### src/rtl/ddfs_pkg.sv
// Shared types, constants and saturating Q2.30 step helpers for the envelope generator.
package ddfs_pkg;

    localparam int unsigned ACC_W = 32;
    localparam int unsigned ENV_W = 16;

    localparam logic [ACC_W-1:0] ENV_MAX_Q30 = 32'h4000_0000;
    localparam logic [ENV_W-1:0] ENV_MAX_Q14 = 16'h4000;

    typedef enum logic [2:0] {
        ADSR_IDLE    = 3'd0,
        ADSR_ATTACK  = 3'd1,
        ADSR_DECAY   = 3'd2,
        ADSR_SUSTAIN = 3'd3,
        ADSR_RELEASE = 3'd4
    } adsr_state_t;

    // a + b computed one bit wider, clipped at +1.0
    function automatic logic [ACC_W-1:0] sat_add_q30(input logic [ACC_W-1:0] a,
                                                     input logic [ACC_W-1:0] b);
        logic [ACC_W:0] s;
        s = {1'b0, a} + {1'b0, b};
        if (s >= {1'b0, ENV_MAX_Q30}) begin
            return ENV_MAX_Q30;
        end
        return s[ACC_W-1:0];
    endfunction

    // a - b, clipped at floor; the comparison a <= floor + b is done one bit wider
    function automatic logic [ACC_W-1:0] sat_sub_q30(input logic [ACC_W-1:0] a,
                                                     input logic [ACC_W-1:0] b,
                                                     input logic [ACC_W-1:0] floor);
        logic [ACC_W:0] lim;
        lim = {1'b0, floor} + {1'b0, b};
        if ({1'b0, a} <= lim) begin
            return floor;
        end
        return a - b;
    endfunction

endpackage

### src/rtl/adsr_env.sv
// ADSR envelope generator: Q2.30 accumulator driven by a tick-gated FSM, Q2.14 output.
module adsr_env
    import ddfs_pkg::*;
#(
    parameter int unsigned ACC_WIDTH = ACC_W,
    parameter int unsigned ENV_WIDTH = ENV_W
) (
    input  logic                 clk,
    input  logic                 reset_n,
    input  logic                 tick_i,
    input  logic                 start_i,
    input  logic                 stop_i,
    input  logic [ACC_WIDTH-1:0] attack_step,
    input  logic [ACC_WIDTH-1:0] decay_step,
    input  logic [ENV_WIDTH-1:0] sus_level,
    input  logic [ACC_WIDTH-1:0] release_step,
    output logic [ENV_WIDTH-1:0] env_o,
    output logic [2:0]           state_o,
    output logic                 idle_o
);

    adsr_state_t          state_q, state_d;
    logic [ACC_WIDTH-1:0] acc_q, acc_d;
    logic [ENV_WIDTH-1:0] sus_clamped;
    logic [ACC_WIDTH-1:0] sus_q30;
    logic [ACC_WIDTH-1:0] nxt;

    // Sustain target, clamped to +1.0 and widened to Q2.30
    always_comb begin
        sus_clamped = (sus_level > ENV_MAX_Q14) ? ENV_MAX_Q14 : sus_level;
        sus_q30     = {sus_clamped, {(ACC_WIDTH-ENV_WIDTH){1'b0}}};
    end

    // State and accumulator registers, asynchronously cleared
    always_ff @(posedge clk or negedge reset_n) begin
        if (!reset_n) begin
            state_q <= ADSR_IDLE;
            acc_q   <= '0;
        end else begin
            state_q <= state_d;
            acc_q   <= acc_d;
        end
    end

    // Next state / accumulator: start beats stop beats tick; control edges leave acc alone
    always_comb begin
        state_d = state_q;
        acc_d   = acc_q;
        nxt     = '0;
        if (start_i) begin
            state_d = ADSR_ATTACK;
        end else if (stop_i) begin
            if (state_q == ADSR_ATTACK || state_q == ADSR_DECAY || state_q == ADSR_SUSTAIN) begin
                state_d = ADSR_RELEASE;
            end
        end else if (tick_i) begin
            unique case (state_q)
                ADSR_IDLE: begin
                    acc_d = '0;
                end
                ADSR_ATTACK: begin
                    // saturation to MAX coincides exactly with acc + step >= MAX
                    nxt   = sat_add_q30(acc_q, attack_step);
                    acc_d = nxt;
                    if (attack_step == '0 || nxt == ENV_MAX_Q30) begin
                        acc_d   = ENV_MAX_Q30;
                        state_d = ADSR_DECAY;
                    end
                end
                ADSR_DECAY: begin
                    // landing on SUS coincides exactly with acc <= SUS + step
                    nxt   = sat_sub_q30(acc_q, decay_step, sus_q30);
                    acc_d = nxt;
                    if (decay_step == '0 || nxt == sus_q30) begin
                        acc_d   = sus_q30;
                        state_d = ADSR_SUSTAIN;
                    end
                end
                ADSR_SUSTAIN: begin
                    acc_d = sus_q30;
                end
                ADSR_RELEASE: begin
                    nxt   = sat_sub_q30(acc_q, release_step, '0);
                    acc_d = nxt;
                    if (release_step == '0 || nxt == '0) begin
                        acc_d   = '0;
                        state_d = ADSR_IDLE;
                    end
                end
                default: begin
                    acc_d   = '0;
                    state_d = ADSR_IDLE;
                end
            endcase
        end
    end

    assign env_o   = acc_q[ACC_WIDTH-1 -: ENV_WIDTH];
    assign state_o = state_q;
    assign idle_o  = (state_q == ADSR_IDLE);

endmodule
### config.mk
export PLATFORM = sky130hd
export DESIGN_NAME = adsr_env
export DESIGN_NICKNAME = d
export VERILOG_FILES = /design/src/rtl/ddfs_pkg.sv /design/src/rtl/adsr_env.sv
export SDC_FILE = /design/constraint.sdc
export NUM_CORES = 1
export LEC_CHECK = 0
export CORE_AREA = 4 4 134 136
export CTS_BUF_LIST = sky130_fd_sc_hd__clkbuf_8
export DETAILED_ROUTE_END_ITERATION = 8
export DIE_AREA = 0 0 138 140
export GPL_ROUTABILITY_DRIVEN = 0
export GPL_TIMING_DRIVEN = 1
export PLACE_DENSITY = 0.91
export SETUP_SLACK_MARGIN = 0.1
export SYNTH_ARGS = -nofsm -noshare
export SYNTH_HDL_FRONTEND = slang
export SYNTH_SLANG_ARGS = --single-unit
### constraint.sdc
create_clock -name clk -period 4.35 [get_ports clk]
set_clock_uncertainty 0.2 [all_clocks]
set_input_delay 0.435 -clock clk [delete_from_list [all_inputs] [get_ports clk]]
set_output_delay 0.435 -clock clk [all_outputs]
set_load 0.01 [all_outputs]
==> metrics.csv, run 1 <==
stage,metric,value,unit
outcome,status,aborted with a tool error,
outcome,Halt Stage,global routing (5_1_grt),
outcome,Log Error,[ERROR GRT-0232] Routing congestion too high. Check the congestion heatmap in the GUI.,
synthesis,"area leader, netlist",ha_1,
placed_design,Inst Count DP,1950,
clock_tree,CTS buffer count,5,
die,# IOs,137,
synthesis,"EDFF count, synth",0,
clock_tree,root buffer cell,clkbuf_8,
synthesis,Synth area leaders,"ha_1, dfrtp_1, a21oi_1",
sta,worst_ep kind,register input,
die,Die Width,138,microns
global_routing,largest net degree at the start of global routing,36,
placed_design,post-DP HPWL,36230,microns
synthesis,Synth cell types,89,
sta,worst endpoint after global-route timing repair,acc_q[31]$_DFFE_PN0P_/D,
placed_design,number of port buffers,136,
die,Initial Util,56.31,%
clock_tree,Clock Tree Buf Depth,2,
clock_tree,H-tree Lvls,2,
synthesis,warnings from Yosys,0,
clock_tree,Post-CTS Hold Buffers,0,
synthesis,post-synthesis async set-or-reset flop share,100.0,%
global_routing,total track usage,67.18,%
synthesis,sequential-to-total area share from yosys stat,9.184,%
synthesis,Syn Nets,1573,
synthesis,synthesized cell area,0.009537,sq mm
synthesis,share of the synthesized area in the top cell type,16.92,%
synthesis,#FFs+latches synth,35,
die,# rows,48,
global_routing,grt ovf,8,
clock_tree,clock sink count,35,
synthesis,syn_area_per_cell,7.208,sq um
synthesis,Syn Inst Count,1323,
die,Die H,140,microns
synthesis,Synth Flop Type,dfrtp_1,
-- metal layers --
metal  track usage, %  GRT overflow
met5            28.32             0
met2            83.04             3
met4            66.77             5
met1            65.07             0
met3            55.10             0
-- cells in the mapped netlist (all sizes together) (25+ instances only) --
| cell type | n |
|---|---|
| nand2 | 113 |
| nor2 | 65 |
| nor3 | 25 |
| xor2 | 59 |
| a21o | 38 |
| o21ai | 92 |
| nor4 | 42 |
| xnor2 | 47 |
| buf | 30 |
| clkbuf | 41 |
| a21oi | 123 |
| nand4 | 29 |
| dfrtp | 35 |
| inv | 94 |
| ha | 129 |
| nand3 | 39 |
-- stage by stage --
step | instance area [sq um] | worst slack [ns] | utilization (%)
global placement | 13470 | -1.599 | 79.55
floorplan | 9659 | -0.8076 | -
CTS | 13920 | -1.055 | 82.22
detailed placement | 13470 | -1.947 | 79.55
-- cell families after synthesis --
logic type / count (synthesis) / synth area share [%]
other: 1 / 0.03932
and+or+nand+nor: 433 / 24.01
muxes: 9 / 0.9447
xor gates and xnor gates: 107 / 9.971
buffers and inverters: 166 / 7.452
AOI/OAI and AO/OA: 439 / 30.64
DFF: 35 / 9.184
adders and majority gates: 133 / 17.76
-- repair_timing --
action                                  CTS
gates resized for setup                  96
endpoints found under the setup margin   35
pin swaps                                46
setup buffers                            10
cloned                                    1
hold endpoints to repair                  0
==> run 2, diff against run 1 <==
CORE_AREA = 4 4 160 162   (was 4 4 134 136)
CTS_BUF_LIST = unset   (was sky130_fd_sc_hd__clkbuf_8)
DIE_AREA = 0 0 164 166   (was 0 0 138 140)
PLACE_DENSITY = unset   (was 0.91)
PLACE_DENSITY_LB_ADDON = 0.15   (was unset)
SETUP_SLACK_MARGIN = unset   (was 0.1)
==> run 2 against run 1 <==
  * Synthesized area is the same
  * Synthesized cell count is the same
  * The flow now finishes, with violations (setup timing)
==> metrics.csv, run 2 <==
stage,metric,value,unit,change
outcome,status,"finished, violations left",,was aborted with a tool error
outcome,failing checks,setup timing,,
synthesis,top-count cell post-synth,ha_1,,unchanged
clock_tree,insertion delay to the later sink of the worst-skew pair,0.29,ns,
drt,drt drc,0,,
die,Placeable Area,0.02411,sq mm,
die,Initial Util,39.56,%,was 56.31%
global_routing,GR Util met1,38.90,%,
worst_setup_path,crit-path max FO,5,,
clock_tree,Clock Pin Slew Worst Setup and Hold Paths,0.06,ns,
die,Die Width,164,microns,was 138 microns
power_and_ir_drop,Net Sw Power,0.001303,W,
finish,most frequent cells in the layout,"buf_4, ha_1, clkdlybuf4s50_1",,
clock_tree,H-tree Lvls,2,,unchanged
drt,drt wl/cell,19.10,microns,
synthesis,sequential-to-total area share from yosys stat,9.184,%,unchanged
drt,initial DRC count,1131,,
finish,post-synthesis to final-layout area growth,53.75,%,
drt,Via density,5.694,,
finish,max FFs per register,32,,
power_and_ir_drop,Pleak,7.089,nW,
sta,Slew headroom,43.70,%,
drt,DRT Pass-1 Iters,5,,
finish,# diodes,0,,
synthesis,share of the synthesized area in the top cell type,16.92,%,unchanged
worst_setup_path,Critical path origin,sus_level[14],,
clock_tree,Clock Tree Buf Depth,2,,unchanged
synthesis,synth cell count leaders,"ha_1, a21oi_1, nand2_1",,unchanged
sta,Final min period,5.266,ns,
worst_setup_path,WP data required,4.35,ns,
sta,Max Fclk,189.9,MHz,
clock_tree,root buffer cell,clkbuf_16,,was clkbuf_8
placed_design,number of port buffers,136,,unchanged
global_routing,met3 usage,2.010,%,
worst_setup_path,Critical Path AT,5.27,ns,
global_routing,antenna violations before repair,0,,
sta,setup ws final,-0.9162,ns,
global_routing,grt ovf,0,,
placed_design,Inst Count DP,2095,,was 1950
finish,layout cell share with drive strength beyond 1,28.80,%,
power_and_ir_drop,Sequential Power Share,14.0,%,
synthesis,#FFs+latches synth,35,,unchanged
global_routing,number of global-route vias before repair,11890,,
die,Die H,166,microns,was 140 microns
synthesis,syn_area_per_cell,7.208,sq um,unchanged
sta,# setup viols final,33,,
finish,fin cells,2119,,
synthesis,"area leader, netlist",ha_1,,unchanged
worst_setup_path,r2r startpoint,acc_q[0],,
placed_design,post-DP HPWL,34540,microns,was 36230 microns
power_and_ir_drop,power per standard cell area,206.1,mW/mm^2,
power_and_ir_drop,clock power share,13.6,%,
synthesis,Synth Flop Type,dfrtp_1,,unchanged
synthesis,Synth cell types,89,,unchanged
power_and_ir_drop,Pwr Total,0.003021,W,
worst_setup_path,CP endpoint kind,register,,
synthesis,"EDFF count, synth",0,,unchanged
worst_setup_path,Setup CP Type,in2reg,,
sta,fin crit share,121.1,%,
finish,Final nets,2045,,
drt,routed wire length,40480,microns,
global_routing,total track usage,28.76,%,
synthesis,post-synthesis async set-or-reset flop share,100.0,%,unchanged
die,Die ar.,0.02722,sq mm,
drt,Final ANT Viol Nets,0,,
worst_setup_path,Worst Setup Start Kind,primary input,,
power_and_ir_drop,combinational share of power,72.4,%,
power_and_ir_drop,internal power,0.001718,W,
hold_path,Hold WC Path Type,in2async,,
sta,RSZ-0062 raised after global routing,true,,
die,# IOs,137,,unchanged
synthesis,Syn Inst Count,1323,,unchanged
clock_tree,clock sink count,35,,unchanged
power_and_ir_drop,Peak supply drop,0.1305,mV,
power_and_ir_drop,Sw Share,43.13,%,
die,# rows,57,,was 48
global_routing,global-route wire length before repair,62820,microns,
global_routing,largest net degree at the start of global routing,36,,
sta,worst hold slack,0.03267,ns,
sta,worst-margin pin slew,0.8368,ns,
synthesis,Syn Nets,1573,,unchanged
sta,Final Hold Viols,0,,
clock_tree,TritonCTS clock tree,built,,
finish,"Most flops, register",acc_q,,
flow_run,max cap viols,0,,
finish,"most common cell after layout, fill and taps aside",buf_4,,
synthesis,warnings from Yosys,0,,unchanged
global_routing,met2 Track Usage GR,48.19,%,
synthesis,synthesized cell area,0.009537,sq mm,unchanged
clock_tree,Post-CTS Hold Buffers,0,,unchanged
drt,vias,12070,,
synthesis,Synth area leaders,"ha_1, dfrtp_1, a21oi_1",,unchanged
clock_tree,CTS buffer count,5,,unchanged
sta,Final Slew Violations,0,,
global_routing,most used routing layer in global routing,met2,,
finish,Layout Utilization,60.83,%,
==> run 2: cells by family (layout without fill, tap and decap cells) <==
kind of cell / count (synthesis) / count (layout) / share of synthesized area (%)
buf+inv: 166 / 637 / 7.452
other cells: 1 / 1 / 0.03932
xor+xnor: 107 / 107 / 9.971
mux: 9 / 9 / 0.9447
fa+ha+maj: 133 / 133 / 17.76
flops: 35 / 35 / 9.184
simple gates: 433 / 433 / 24.01
compound gates: 439 / 440 / 30.64
==> run 2: worst paths after layout <==
path	endpoint	slack, ns	cells past startpoint
worst max-delay path	acc_q[9]	-0.92	27
min in group clk	state_o[0]	0.52	2
max in group asynchronous	acc_q[28]	3.39	1
worst min register to register	state_o[0]	0.52	2
worst min-delay path	acc_q[2]	0.03	1
worst max register to register	acc_q[0]	-0.31	20
==> run 2: power groups by stage <==
stage               clock network [W]  logic [W]  registers (W)
global placement                    0    0.00204       0.000425
detailed placement                  0    0.00206       0.000425
global route                 0.000424    0.00237       0.000427
finish                       0.000411    0.00219       0.000424
floorplan                           0    0.00108       0.000393
CTS                          0.000413    0.00211       0.000420
==> run 2: final cells by class <==
cell class              instances  area (sq um)
flip-flops and latches         35         875.8
multi-input cells            1123          8452
clock buffers                   5         125.1
well taps                     324         405.4
repair buffers                535          4410
fillers                      2265          9443
clock inverters                 2         37.54
inverters                      95         356.6
==> run 2: through the flow <==
step	instance area [sq um]	worst slack [ns]	setup TNS [ns]
6_report	14660	-0.9162	-28.66
3_3_place_gp	13940	-1.695	-53.21
5_1_grt	14660	-1.231	-38.70
2_1_floorplan	9659	-0.8076	-24.20
3_5_place_dp	13940	-1.789	-56.46
4_1_cts	14420	-1.029	-31.69
==> run 2: critical path, cell delays in order <==
cell and delay (ns):
clkdlybuf4s50_1 0.47, nor2_2 0.05, a41o_1 0.24, buf_6 0.13, buf_4 0.12, buf_4 0.16, and2_4 0.18, ha_1 0.30
a21oi_1 0.18, o21ai_2 0.08, a41o_1 0.23, o21a_1 0.20, o21ai_2 0.15, nand2b_1 0.08, a21oi_2 0.15, xor2_1 0.08
ha_1 0.32, nand3_2 0.12, o21ai_2 0.22, o21ai_2 0.10, a211oi_2 0.13, nand3_1 0.10, o21bai_4 0.20, a31o_4 0.25
or2_4 0.26, buf_6 0.14, o221ai_2 0.16
==> run 2: metal layers <==
metal	up-vias	routed length [microns]	share of wire, %
met5	-	0	0
met4	0	1518	3.8
met3	72	2364	5.8
met2	450	18810	46
met1	5661	17790	44
li1	5883	-	-
==> run 2: what timing repair did <==
action	4_1_cts	5_1_grt
gates cloned	2	0
setup endpoints to repair	35	35
pin swaps	37	54
resized for setup	74	59
buffers inserted	12	4
(Power assumes the default switching activity.)
==> variant 1: new RTL, flow settings as in run 2 <==
The package constant `ENV_MAX_Q14` goes from 16'h4000 to 16'h3000.
--- a/src/rtl/ddfs_pkg.sv
+++ b/src/rtl/ddfs_pkg.sv
@@ -7,3 +7,3 @@
     localparam logic [ACC_W-1:0] ENV_MAX_Q30 = 32'h4000_0000;
-    localparam logic [ENV_W-1:0] ENV_MAX_Q14 = 16'h4000;
+    localparam logic [ENV_W-1:0] ENV_MAX_Q14 = 16'h3000;
 
Behaviour: not the same (Yosys sat finds a counterexample within 4 cycles, from zero or initial values and one cycle with reset_n low).
==> variant 1 against run 2 <==
The flow still finishes with violations (setup timing). First-iteration DRC count up 18%. Count of clock-buffer cells in the layout up 2. Synthesized area up 6.1%. Combinational power up 52%. Total power up 37%. Synthesized cell count up 5.2%. Critical endpoint is now acc_q[10]. Cell area up 6.1%. Worst hold slack worse by 0.0047 ns. Sequential cell count unchanged. Routed wire length up 7.6%. Worst setup slack worse by 0.49 ns. Sequential share of layout area down 0.34 points.
==> variant 1: results (changes against run 2) <==
[setup_path]
cp_data_arrival_time_ns=5.78  ; +0.51 ns
reg2reg_depth=18  ; -10%
cp_top_family=compound AO/OA/AOI/OAI gates
r2r_slack_ns=-0.40  ; -0.09 ns
crit_fanout=8  ; +3
slowest_delay_ns=0.56  ; +0.09 ns
regToRegStartpoint=acc_q[0]
slowest_stage=clkdlybuf4s50_1
reg2reg_to=acc_q[22]

[place]
hpwlAfterDp_um=37000  ; +7.1%
port_buffers=136  ; unchanged

[logic_synthesis]
yosysUniqueCellTypes=92  ; +3.4%
netlist_top_cells_count=ha_1, a21oi_1, nand2_1, inv_1, o21ai_0
yosysSeqAreaShare=0.0866  ; -0.00528
async_flop_share=1.00  ; unchanged
synth_area_leaders=ha_1, dfrtp_1, xnor2_1, a21oi_1, nand2_1
synth_xor_area_frac=0.0946  ; -0.00512
synthMuxAreaShare=0.00989  ; +0.000446
synthCells=1392  ; +5.2%
synthAdderAreaFrac=0.163  ; -0.0144
synth_compound_area_frac=0.348  ; +0.0420
ys_warn_count=0  ; unchanged
ys.flop_type=dfrtp_1

[cells_and_area]
drive_gt1_frac=0.295  ; +0.00689
final_nets=2170  ; +6.1%
top_register=acc_q
antenna_cells=0  ; unchanged
num-fill-cells=2221  ; -1.9%
largest_register_ffs=32  ; unchanged

[pwr]
combinationalPowerShare=0.802  ; +0.078
power.net_switching_w=0.00189  ; +45%
p_leak_nw=7.47  ; +5.4%
power_w=0.00415  ; +37%
p_clk_w=0.000352  ; -14%
vdd_ir_drop_max_mv=0.141  ; +8.1%

[detailed_routing]
routedWlPerCell_um=19.3  ; +1.3%
vias=13100  ; +8.8%
via_per_inst=5.83  ; +2.5%
first_pass_iters=5  ; unchanged
drt_iter0_markers=1331  ; +18%

[timing]
setup_ws_ns=-1.41  ; -0.492 ns
slew_viol_final=0  ; unchanged
timing.slew.headroom=0.445  ; +0.00796
setup_viol=35  ; +6.1%

[grt]
overflow=0  ; unchanged
grt_pass1_wl_um=67000  ; +6.6%
antenna_found_initial=0  ; unchanged
grt_usage=0.307  ; +0.0189
grt_max_degree=36  ; unchanged

[status]
violations=setup timing
status=finished with violations

[clock_tree]
clockBufferDepth=2  ; unchanged
clk_pin_slew_worst_paths_ns=0.06  ; about the same
cts_buffers=5  ; unchanged
cts_root_buf=clkbuf_16
clkLatencyLatePin_ns=0.28
htree_levels=2  ; unchanged

[min_path]
min_path_type=input pin to asynchronous set/reset pin

-- variant 1: cell count changes after synthesis, moves of 8 or more --
cell       before  now
nor2_1         64   75
a2111oi_0       1   11
nand3_1        39   29
a21oi_1       121  113
nor2b_1        23   13
o211ai_1       11   25
o21a_1         16   30
xnor2_1        47   76
inv_1          93  108
xor2_1         59   25
nor3_1         25   36
-- variant 1: repair_timing --
item                                    CTS  global route
gates cloned                              1             0
pin swaps                                42            57
endpoints found under the setup margin   35            35
hold buffers                              0             0
setup buffers                             7            13
resized for setup                        61            39
-- variant 1: worst register-to-register path, cell delays in order (launching register included) --
cell and delay, ns:
dfrtp_1 0.39, inv_2 0.12, ha_1 0.18, inv_1 0.06, fa_1 0.41, xnor2_1 0.23
nand3_1 0.19, or3_1 0.43, a2111o_1 0.38, a2111oi_2 0.39, and4b_1 0.25, nand4_1 0.14
nor4_1 0.21, and4_1 0.22, buf_4 0.19, a21oi_4 0.12, buf_6 0.14, a222oi_1 0.27
o21ai_1 0.09
-- variant 1: metrics by stage --
stage	hold slack, ns	TNS, ns	utilization	setup slack (ns)	cell area, sq um
5_1_grt	0.0939	-56.04	0.645	-1.71	15600
4_1_cts	0.0608	-40.93	0.635	-1.26	15300
3_3_place_gp	0.358	-65.19	0.619	-1.98	14900
3_5_place_dp	0.360	-72.93	0.619	-2.22	14900
6_report	0.0280	-46.23	0.645	-1.41	15600
2_1_floorplan	-0.0606	-45.87	-	-1.42	10200
-- variant 1: worst max-delay path by stage --
stage,endpoint,slack [ns],depth (start not counted),startpoint
after detailed placement,acc_q[24],-2.22,28,sus_level[12]
after floorplan,state_o[0],-1.42,29,sus_level[12]
after global routing,acc_q[12],-1.71,27,sus_level[12]
after global placement,acc_q[17],-1.98,28,sus_level[12]
after CTS,state_o[0],-1.26,28,sus_level[13]
final,acc_q[10],-1.41,27,decay_step[17]
-- variant 1: per-layer routing --
metal  share of wire  track usage  vias up
met5               0            0        -
met4           0.052        0.142        0
met3           0.080       0.0303      100
met2            0.45        0.498      596
met1            0.42        0.409     6088
li1                -            -     6344
-- variant 1: kinds of logic (layout without fill, tap and decap cells) --
| family | Yosys count | after routing |
|---|---|---|
| multiplexers | 10 | 10 |
| buffers and inverters | 177 | 709 |
| XOR/XNOR | 104 | 104 |
| flip-flops | 35 | 35 |
| adder cells (fa/ha/maj) | 130 | 130 |
| other | 1 | 2 |
| AO/OA/AOI/OAI | 505 | 506 |
| AND/OR/NAND/NOR | 430 | 430 |
-- variant 1: final cells by class --
type,instances,area (sq um),area share
inverter,108,405,0.0261
clock inverter,1,5.00,0.000322
clock buffer,7,133,0.00853
timing repair buffer,593,4840,0.311
tap,324,405,0.0261
sequential,35,876,0.0563
multi-input combinational,1182,8890,0.571
==> variant 2: new RTL, config.mk and constraints of run 2 <==
Made on the original files. Reset style: synchronous (`reset_n`), changed in one clocked block. Comments in the files are not updated.
--- a/src/rtl/adsr_env.sv
+++ b/src/rtl/adsr_env.sv
@@ -34,3 +34,3 @@
     // State and accumulator registers, asynchronously cleared
-    always_ff @(posedge clk or negedge reset_n) begin
+    always_ff @(posedge clk) begin
         if (!reset_n) begin
Check against the original RTL: differs if reset_n is asserted again (counterexample within 4 cycles, from zero or initial values and one cycle with reset_n low); with reset_n held inactive, the same outputs for 4 cycles.
==> variant 2 against run 2 <==
Cell area is 10% higher. Synthesized area up 8.2%. Largest power group unchanged. Routed wire length is 18% higher. Critical endpoint is now acc_q[23]. Total power decreased by 38%. Worst setup slack gained 0.034 ns. Worst hold slack better by 0.35 ns. Utilization rose by 6.4 points. Maximum frequency is 0.66% higher. The flow still finishes with violations (setup timing). Critical path depth rose by 4. Count of clock-buffer cells in the layout rose by 1. Combinational power fell by 50%. Sequential cell count is the same.
==> variant 2: results (changes against run 2) <==
[cells_and_area]
top_register=acc_q
drive_gt1_frac=0.298  ; +0.00974
largest_register_ffs=32  ; unchanged
final_nets=2348  ; +15%
num-fill-cells=2128  ; -6.0%

[setup_path]
regToRegStartpoint=acc_q[0]
crit_fanout=8  ; +3
timing.critical_path.from=sus_level[0]
slowest_stage=fa_2
reg2reg_depth=17  ; -15%
slowest_delay_ns=0.35  ; -0.12 ns
cp_data_arrival_time_ns=5.24  ; -0.03 ns
r2r_slack_ns=-0.28  ; +0.03 ns
reg2reg_to=acc_q[12]

[timing]
hold_ws_ns=0.386  ; +0.353 ns
worst_pin_slew_ns=0.773  ; -0.0640 ns
setup_ws_ns=-0.882  ; +0.0343 ns
finalSetupTns_ns=-26.29  ; +2.37 ns
setup_viol=35  ; +6.1%

[detailed_routing]
first_pass_iters=8  ; +3
drt_iter0_markers=1520  ; +34%
via_per_inst=5.99  ; +5.2%
wl_um=47700  ; +18%

[status]
status=finished with violations
violations=setup timing

[clock_tree]
htree_levels=2  ; unchanged
clk_pin_slew_worst_paths_ns=0.06  ; about the same
cts_buffers=5  ; unchanged
clkLatencyLatePin_ns=0.28

[pwr]
p_leak_nw=7.79  ; +9.9%
vdd_ir_drop_max_mv=0.154  ; +18%

[grt]
grt_util_met3=0.0402  ; +0.0201
grt_max_degree=21  ; -42%
grt_pass1_wl_um=72800  ; +16%
grt_usage=0.332  ; +0.0440
grt_use_met2=0.558  ; +0.0759
grt.met1_usage=0.415  ; +0.0258
grt_pass1_vias=14000  ; +18%

[min_path]
holdPathStages=2
min_path_type=flop to flop

[place]
hpwlAfterDp_um=40500  ; +17%
pre_cts_ws_ns=-1.59  ; +0.203 ns

[logic_synthesis]
yosysUniqueCellTypes=82  ; -7.9%
async_flop_share=0  ; -1.00
synthesis.nets=1777  ; +13%
synth_area_leaders=ha_1, a21oi_1, dfxtp_1, nand2_1, xnor2_1
ys.flop_type=dfxtp_1
yosysSeqAreaShare=0.0679  ; -0.0239
netlist_top_cells_count=a21oi_1, nand2_1, ha_1, inv_1, o21ai_0

[variant 2: cell count changes after synthesis, moves of 13 or more]
cell and delta:
dfrtp_1 -35, nor2_1 +26, nor3_1 +22, a22oi_1 -17, inv_1 +28, xor2_1 -37, o21ai_0 +25, o211ai_1 +13
dfxtp_1 +35, a21oi_1 +30, nand2_1 +36
[variant 2: metal layers]
metal,share of wire,vias up
met5,0,-
li1,-,6893
met2,0.46,751
met3,0.083,151
met1,0.40,6719
met4,0.056,0
[variant 2: area by class of cell]
| cell class | instances | area (sq um) | area share |
|---|---|---|---|
| well taps | 324 | 405 | 0.0250 |
| flip-flops and latches | 35 | 701 | 0.0433 |
| clock inverters | 2 | 35.0 | 0.00216 |
| repair buffers | 635 | 5130 | 0.317 |
| clock buffers | 6 | 139 | 0.00857 |
| multi-input cells | 1300 | 9330 | 0.576 |
| diodes | 1 | 2.50 | 0.000154 |
| inverters | 121 | 454 | 0.0280 |
[variant 2: worst max-delay path by stage]
stage,endpoint,depth (start not counted)
floorplan,acc_q[13],27
global placement,acc_q[12],28
detailed placement,acc_q[8],28
CTS,acc_q[19],28
global route,acc_q[28],29
finish,acc_q[23],31
[variant 2: what timing repair did]
item                                    4_1_cts  5_1_grt
buffers inserted                             12       12
endpoints found under the setup margin       35       35
gates cloned                                  0        0
resized for setup                           140       24
pin swaps                                    70       50
[variant 2: stage by stage]
stage | cell area, sq um | cells | total power [W]
CTS | 16000 | 2413 | 0.00181
detailed placement | 15400 | 2394 | 0.00137
floorplan | 10400 | 1527 | 0.000827
global route | 16200 | 2423 | 0.00194
finish | 16200 | 2424 | 0.00186
global placement | 15400 | 2394 | 0.00136
[variant 2: worst max-delay path, delay by kind of cell]
| kind | cells | cell delay (ns) |
|---|---|---|
| AO/OA/AOI/OAI | 11 | 1.83 |
| buffers and inverters | 7 | 0.72 |
| AND/OR/NAND/NOR | 10 | 1.44 |
| XOR/XNOR | 1 | 0.16 |
| adder cells (fa/ha/maj) | 2 | 0.68 |
[variant 2: logic make-up (layout without fill, tap and decap cells)]
| family | Yosys count | after routing | share of synthesized area |
|---|---|---|---|
| and+or+nand+nor | 540 | 540 | 0.266 |
| AOI/OAI and AO/OA | 533 | 533 | 0.342 |
| buffers and inverters | 192 | 764 | 0.0769 |
| adders and majority gates | 133 | 133 | 0.164 |
| xor gates and xnor gates | 83 | 83 | 0.0733 |
| DFF | 35 | 35 | 0.0679 |
| muxes | 10 | 10 | 0.00982 |
| other | 1 | 2 | 0.000364 |
[variant 2: power by group]
group	leakage, nW	total (W)	internal (W)	switching, W
Sequential	0.283	0.000334	0.000325	0.00000914
Clock	0.0869	0.000427	0.000285	0.000142
Combinational	7.42	0.00110	0.000551	0.000548
